--- src/rtl/operand_fetch.sv ---
// ---------------------------------------------------------------------------
// operand_fetch
//   Single-stage operand fetch. Accepts an instruction, reads rs/rt from the
//   register file in the same cycle, and registers an operand bundle for the
//   next stage.
//
//   Operand selection when an instruction is accepted, highest priority first:
//     1. register 0 reads as zero;
//     2. a same-cycle writeback to the same register is bypassed;
//     3. otherwise the register-file read data is used.
//
//   While a bundle is stalled, writebacks to its source registers are snooped
//   so that the held operands never go stale.
//
//   Ports
//     clk, rst             clock; synchronous active-high reset
//     in_valid/in_ready    upstream handshake; in_instr = instruction word
//     raddr0/raddr1        combinational rs/rt read addresses
//     rdata0/rdata1        register-file read data (same cycle)
//     wb_waddr/wdata/wren  snooped register-file write port
//     out_valid/out_ready  downstream handshake
//     out_instr            registered copy of the accepted instruction
//     out_op_a/out_op_b    operands for rs/rt
//     stall_cnt            saturating count of out_valid && !out_ready cycles
// ---------------------------------------------------------------------------

// Per-port operand register: select at accept, snoop while held.
module of_operand_lane #(
    parameter int AW = 5,
    parameter int DW = 32
) (
    input  logic          clk,
    input  logic          rst,
    input  logic          load,      // input transfer this cycle
    input  logic          hold,      // bundle valid and stalled
    input  logic [AW-1:0] addr,      // address of the incoming instruction
    input  logic [DW-1:0] rdata,
    input  logic [AW-1:0] held_addr, // address of the held instruction
    input  logic          wb_wren,
    input  logic [AW-1:0] wb_waddr,
    input  logic [DW-1:0] wb_wdata,
    output logic [DW-1:0] op
);
    logic [DW-1:0] sel;
    logic          snoop_hit;

    always_comb begin
        if (addr == '0)
            sel = '0;
        else if (wb_wren && (wb_waddr == addr))
            sel = wb_wdata;
        else
            sel = rdata;
    end

    // Writes to r0 are ignored, so a held r0 operand stays zero.
    assign snoop_hit = hold && wb_wren && (held_addr != '0) && (wb_waddr == held_addr);

    // load and hold cannot both be true: in_ready is low whenever hold is high.
    always_ff @(posedge clk) begin
        if (rst)
            op <= '0;
        else if (load)
            op <= sel;
        else if (snoop_hit)
            op <= wb_wdata;
    end
endmodule

module operand_fetch #(
    parameter int NUM_PORTS = 2,
    parameter int AW        = 5,
    parameter int DW        = 32,
    parameter int CW        = 16
) (
    input  logic          clk,
    input  logic          rst,
    input  logic          in_valid,
    output logic          in_ready,
    input  logic [31:0]   in_instr,
    output logic [AW-1:0] raddr0,
    output logic [AW-1:0] raddr1,
    input  logic [DW-1:0] rdata0,
    input  logic [DW-1:0] rdata1,
    input  logic [AW-1:0] wb_waddr,
    input  logic [DW-1:0] wb_wdata,
    input  logic          wb_wren,
    output logic          out_valid,
    input  logic          out_ready,
    output logic [31:0]   out_instr,
    output logic [DW-1:0] out_op_a,
    output logic [DW-1:0] out_op_b,
    output logic [CW-1:0] stall_cnt
);
    logic                           in_xfer;
    logic                           out_xfer;
    logic                           hold;
    logic [NUM_PORTS-1:0][AW-1:0]   addr;
    logic [NUM_PORTS-1:0][AW-1:0]   held_addr;
    logic [NUM_PORTS-1:0][DW-1:0]   rdata;
    logic [NUM_PORTS-1:0][DW-1:0]   op;

    // Single output register: accept whenever it is empty or draining.
    assign in_ready = !out_valid || out_ready;
    assign in_xfer  = in_valid && in_ready;
    assign out_xfer = out_valid && out_ready;
    assign hold     = out_valid && !out_ready;

    // Port 0 = rs [25:21], port 1 = rt [20:16]; both independent of in_valid.
    assign addr[0]      = in_instr[25:21];
    assign addr[1]      = in_instr[20:16];
    assign held_addr[0] = out_instr[25:21];
    assign held_addr[1] = out_instr[20:16];
    assign rdata[0]     = rdata0;
    assign rdata[1]     = rdata1;

    assign raddr0   = addr[0];
    assign raddr1   = addr[1];
    assign out_op_a = op[0];
    assign out_op_b = op[1];

    for (genvar p = 0; p < NUM_PORTS; p++) begin : g_lane
        of_operand_lane #(.AW(AW), .DW(DW)) u_lane (
            .clk       (clk),
            .rst       (rst),
            .load      (in_xfer),
            .hold      (hold),
            .addr      (addr[p]),
            .rdata     (rdata[p]),
            .held_addr (held_addr[p]),
            .wb_wren   (wb_wren),
            .wb_waddr  (wb_waddr),
            .wb_wdata  (wb_wdata),
            .op        (op[p])
        );
    end

    // A simultaneous in/out transfer reloads the register and keeps it valid.
    always_ff @(posedge clk) begin
        if (rst) begin
            out_valid <= 1'b0;
            out_instr <= '0;
        end else if (in_xfer) begin
            out_valid <= 1'b1;
            out_instr <= in_instr;
        end else if (out_xfer) begin
            out_valid <= 1'b0;
        end
    end

    always_ff @(posedge clk) begin
        if (rst)
            stall_cnt <= '0;
        else if (hold && (stall_cnt != '1))
            stall_cnt <= stall_cnt + 1'b1;
    end
endmodule
--- config.mk ---
export PLATFORM = sky130hd
export DESIGN_NAME = operand_fetch
export DESIGN_NICKNAME = d
export VERILOG_FILES = /design/src/rtl/operand_fetch.sv
export SDC_FILE = /design/constraint.sdc
export NUM_CORES = 1
export LEC_CHECK = 0
export ABC_CLOCK_PERIOD_IN_PS = 5000
export CORE_UTILIZATION = 35
export CTS_CLUSTER_SIZE = 30
export DETAILED_ROUTE_END_ITERATION = 16
export HOLD_SLACK_MARGIN = 0.06
export PLACE_DENSITY = 0.69
export SLEW_MARGIN = 40
export SYNTH_ARGS = -nofsm -noshare
export SYNTH_HDL_FRONTEND = slang
export SYNTH_SLANG_ARGS = --single-unit
--- constraint.sdc ---
create_clock -name clk -period 5 [get_ports clk]
set_input_delay 0.75 -clock clk [delete_from_list [all_inputs] [get_ports clk]]
set_output_delay 0.75 -clock clk [all_outputs]
set_load 0.02 [all_outputs]
# Word level (Yosys, flattened, before mapping)
# Cells that the tools add are included.
# word_totals
in_bits,138
regBits,113
latch_bits,0
ram_bits,0
memories,0
rom_bits,0
# op_classes
reduce_logical,21
mul,0
addsub,1
bitwise,0
n_div,0
n_lt_le_gt_ge,0
shifts,0
n_eq_ne,5
n_mux,10
# op_table
cell,n
$mux W32,8
$eq A5 B5 Y1,4
$add A16 B1 Y16 const B,1
$ne A16 B16 Y1 const B,1
$logic_and A1 B1 Y1,11
$logic_not A5 Y1,2
$reduce_bool A5 Y1,2
$reduce_bool A2 Y1,3
$logic_not A1 Y1,2
$mux W1,2
$logic_or A1 B1 Y1,1

# Depth between registers and ports, before layout
# depth
ltp_word,7
ltp_mapped,8

# Modules after synthesis
# Synthesis repeated with hierarchy kept, for this count alone.
# unflattened
cells_unflattened,787
hier_area_um2,6920.4
# by_module_without_submodules
mod,cells_per_inst,n_inst,seq_area_each_um2,area_per_inst_um2
of_operand_lane,267,2,640.6,2407.3
operand_fetch,253,1,980.9,2105.8

# Worst setup path after synthesis
# OpenSTA, ideal clock, no wires.
# synth_timing
path_type,input-to-reg
from,input port out_ready
to,register g_lane[1].u_lane.op[22]
required_time_ps,4905
arrival_time_ps,2006
setup_slack_ps,2899
n_path_buf,3
cell_stages,8
cell_sequence,nor2b_1 buf_4 inv_2 nand2_1 buf_2 clkbuf_1 o21ai_0 a221oi_1
# synth_rtl
item,line_no,rtl
from (decl),89,"input logic out_ready,"
$logic_or A1 B1 Y1 *,104,assign in_ready = !out_valid || out_ready;
via in_ready,79,"output logic in_ready,"
$logic_and A1 B1 Y1 *,105,assign in_xfer = in_valid && in_ready;
$mux W32 or $reduce_bool A2 Y1 (tied branches),n/a,
to (signal assigned),64,op <= sel;
to (signal assigned),66,op <= wb_wdata;
to (decl),42,output logic [DW-1:0] op
# The timed path passes the listed nets; every way through them passes the cells marked *.
# A chain may end at the register's enable or synchronous reset.

# Final worst setup path
# layout_timing
from,input port in_instr[17]
to,register g_lane[1].u_lane.op[9]
# layout_between
elab_chain_len,5
# layout_rtl
item,line_no,rtl
from (decl),80,"input logic [31:0] in_instr,"
$eq A5 B5 Y1,50,else if (wb_wren && (wb_waddr == addr))
$logic_and A1 B1 Y1,50,
$mux W32,50,
$mux W32 *,48,if (addr == '0)
$mux W32 *,63,else if (load)
# Mark *: on every way between the ends. The rest lies on a longest branch, timed or not.

==> metrics.md <==
| Metric | Value |
|---|---|
| Status | `finished clean` |
| Number of vias in the routed layout | `6115` |
| Primary FF master, synth | `dfxtp_1` |
| Critical-path top delay cell | `clkdlybuf4s50_1` |
| Worst-path maximum fanout | `33` |
| Sw Ratio | `0.272` |
| Max_cap viols | `0` |
| Row count | `47` |
| Storage cell area | `2260 um2` |
| Routed length per instance | `17.8 um` |
| CTS H-tree depth | `4` |
| Number of warning messages in the yosys log | `0` |
| Pins over their slew limit | `0` |
| Post-Synthesis Cell Area | `5980 um2` |
| DP Wirelength | `13900 um` |
| Gate count after technology mapping | `690` |
| Area taken by multi-input logic gates | `3130 um2` |
| Number of global-route vias before repair | `5766` |
| Clock root buffer | `clkbuf_16` |
| CTS tree | `built` |
| Asr flop ratio synth | `0` |
| Drc violations | `0` |
| Final net count | `1051` |
| Relative contribution of sequential cells to total power | `0.368` |
| Sum of routed wire length over all layers | `20400 um` |
| DRT iter0 DRCs | `273` |
| Startpoint types | `input pin` |
| Data required, critical path | `5.24 ns` |
| Die width | `133 um` |
| Number of enable flip-flop cells after synthesis | `0` |
| Part of the total power dissipated in the clock network | `0.423` |
| Biggest cell delay along the critical path | `0.52 ns` |
| Worst Tran Pin Value | `0.835 ns` |
| Leakage power | `3.23 nW` |
| Number of clock sinks | `113` |
| Mean area per synthesized cell | `8.67 um2` |
| Last weighted congestion value of the routability-driven placer | `0.849` |
| Minimum hold slack | `0.450 ns` |
| Number of register bits inferred by synthesis | `113` |
| Endpoints failing setup | `0` |
| Cell accounting for the most synthesized area | `dfxtp_1` |
| Post CTS Setup Buffer Count | `0` |
| Path type of the worst setup path | `in -> reg` |
| Slew Limit Headroom | `0.444` |
| Critical path's most frequent cell | `buf_4` |
| TritonCTS Buffers | `17` |
| Arrival time of data at the critical path endpoint | `3.15 ns` |
| Port Buf Inserts | `261` |
| Power per standard cell area | `294 nW/um2` |
| Final worst path period share | `0.582` |
| Max Clk Rate | `0.344 GHz` |
| Leading cell type in the layout, fill and taps excluded | `clkdlybuf4s50_1` |
| Initial antenna violation count | `1` |
| Cell breakdown of the critical path | `clkdlybuf4s50_1 > xor2_1 > nor4_4 > buf_4 > nand2_1 > buf_4 > a31oi_1 > a221oi_1` |
| Filler cell count in the final layout | `1533` |
| Number of nets with antenna violations after routing | `0` |
| Hold-fix buffers at CTS | `0` |
| Final global-route overflow total | `0` |
| Total Routing Usage GR | `0.236` |
| Total buffers and inverters traversed by the critical path | `3` |
| Ratio of cells with drive above 1 in the final layout | `0.0909` |
| Area enclosed by the die boundary | `17600 um2` |
| Capturing element type of the critical path | `flop` |
| Total iterations of the first detailed-routing run | `5` |
| Synthesis-to-finish area growth | `53.4%` |
| Switching power | `734 uW` |
| First-pass GRT wire length | `32500 um` |
| Largest net degree at the start of global routing | `65` |
| Effective utilization at floorplan | `0.359` |
| Most frequent cells in the layout | `260 x clkdlybuf4s50_1, 113 x dfxtp_1, 74 x nand2_1, 66 x inv_1, 65 x o21ai_0` |
| Ports | `262` |
| Core outline area | `16600 um2` |
| Netlist cell types | `44` |
| Buffer levels on the longest clock path | `2` |
| Yosys top cell area share | `0.378` |
| Synth Net Count | `829` |
| Critical path's top delay family | `buffers and inverters` |
| Largest voltage drop on the vdd net | `0.224 mV` |
| Via-to-Cell Ratio | `5.34` |
| RSZ-0062 raised after global routing | `no` |
| Summed negative setup slack over all endpoints | `0 ns` |
| Worst-case clock skew | `0.00872 ns` |
| Number of cells upsized or downsized after cts | `0` |
| Utilization after layout | `0.551` |
| Part of the power in combinational logic | `0.210` |
| Clock-pin transition on the worst setup and hold timing paths | `0.05 ns` |
| Type of the tightest min-delay check | `reg -> reg` |
| Final Hold Viols | `0` |
| Seq/Total Area, Yosys | `0.378` |
| Final period demand of the worst path | `2.91 ns` |
| Dominant cells by area after synthesis | `dfxtp_1 38%, a221oi_2 7.5%, mux2i_1 5.7%` |
| Internal cell power | `1.97 mW` |
| Vert. Die Dim | `133 um` |
| Clock latency on the worst-skew pair | `0.42 ns` |
-- power by group through the flow --
stage               clock [mW]  combinational [mW]  sequential (mW)
global placement             0               0.562             1.01
finish                    1.14               0.566            0.992
global route              1.21               0.607            0.999
detailed placement           0               0.567             1.01
CTS                       1.16               0.569            0.992
floorplan                    0               0.211             1.08
-- layout make-up --
cell class	instances	area share
inverters	67	0.0274
diodes	1	0.000273
well taps	220	0.0300
clock inverters	5	0.00573
multi-input cells	440	0.341
flip-flops and latches	113	0.247
repair buffers	273	0.295
clock buffers	26	0.0544
-- synth_stat cells (2+ instances only) --
cell	number
mux2i_1	34
nand2_1	75
xor2_1	17
inv_1	66
clkbuf_1	36
a21oi_1	41
nor4_1	3
buf_4	14
a221oi_1	34
nor2_1	21
a31oi_1	34
nand3_1	4
o21ai_0	65
nor3_1	5
nor4_4	2
xnor2_1	12
a211oi_1	2
and4_1	34
or2_2	2
dfxtp_1	113
clkbuf_2	3
a221oi_2	30
buf_12	3
nand4_1	6
and3_1	5
buf_2	10
buf_1	2
-- kinds of logic after synthesis --
group,count (synthesis),share of synthesized area
adders and majority gates,1,0.00209
DFF,113,0.378
and+or+nand+nor,164,0.151
muxes,34,0.0569
xor gates and xnor gates,29,0.0425
AOI/OAI and AO/OA,212,0.262
buffers and inverters,137,0.108
-- worst reg2reg max path, stage by stage, from the launching register on --
cell	delay (ns)
dfxtp_1	0.30
nor2b_1	0.15
buf_4	0.19
nor2_4	0.37
buf_4	0.70
nand2_1	0.21
a21oi_1	0.15
-- per-layer routing --
layer	part of all wire	GRT usage	wire, um
met1	0.44	0.305	8950
met4	0.021	0.0977	423
met2	0.46	0.373	9450
met3	0.078	0.0613	1600
met5	0	0	0
-- stage by stage --
stage / cell area [um2] / std cells / total power, mW / setup WS [ns]
finish: 9170 / 1145 / 2.70 / 2.09
global route: 9170 / 1145 / 2.81 / 1.95
CTS: 9170 / 1144 / 2.73 / 2.14
detailed placement: 8610 / 1113 / 1.58 / 1.71
global placement: 8600 / 1112 / 1.57 / 1.71
floorplan: 5980 / 690 / 1.29 / 2.90
-- worst paths after layout --
check / cells past startpoint / from / end / slack (ns)
max: 8 / in_instr[17] / g_lane[1].u_lane.op[9] / 2.09
min: 2 / out_instr[4] / out_instr[4] / 0.45
min reg2reg: 2 / out_instr[4] / out_instr[4] / 0.45
max reg2reg: 6 / out_valid / out_instr[11] / 2.86
-- registers in the layout (all words and copies together) (netlist names) --
register / cells
out_instr: 32
out_valid: 1
g_lane.u_lane.op: 64
stall_cnt: 16
Power figures use the tool's default switching activity.
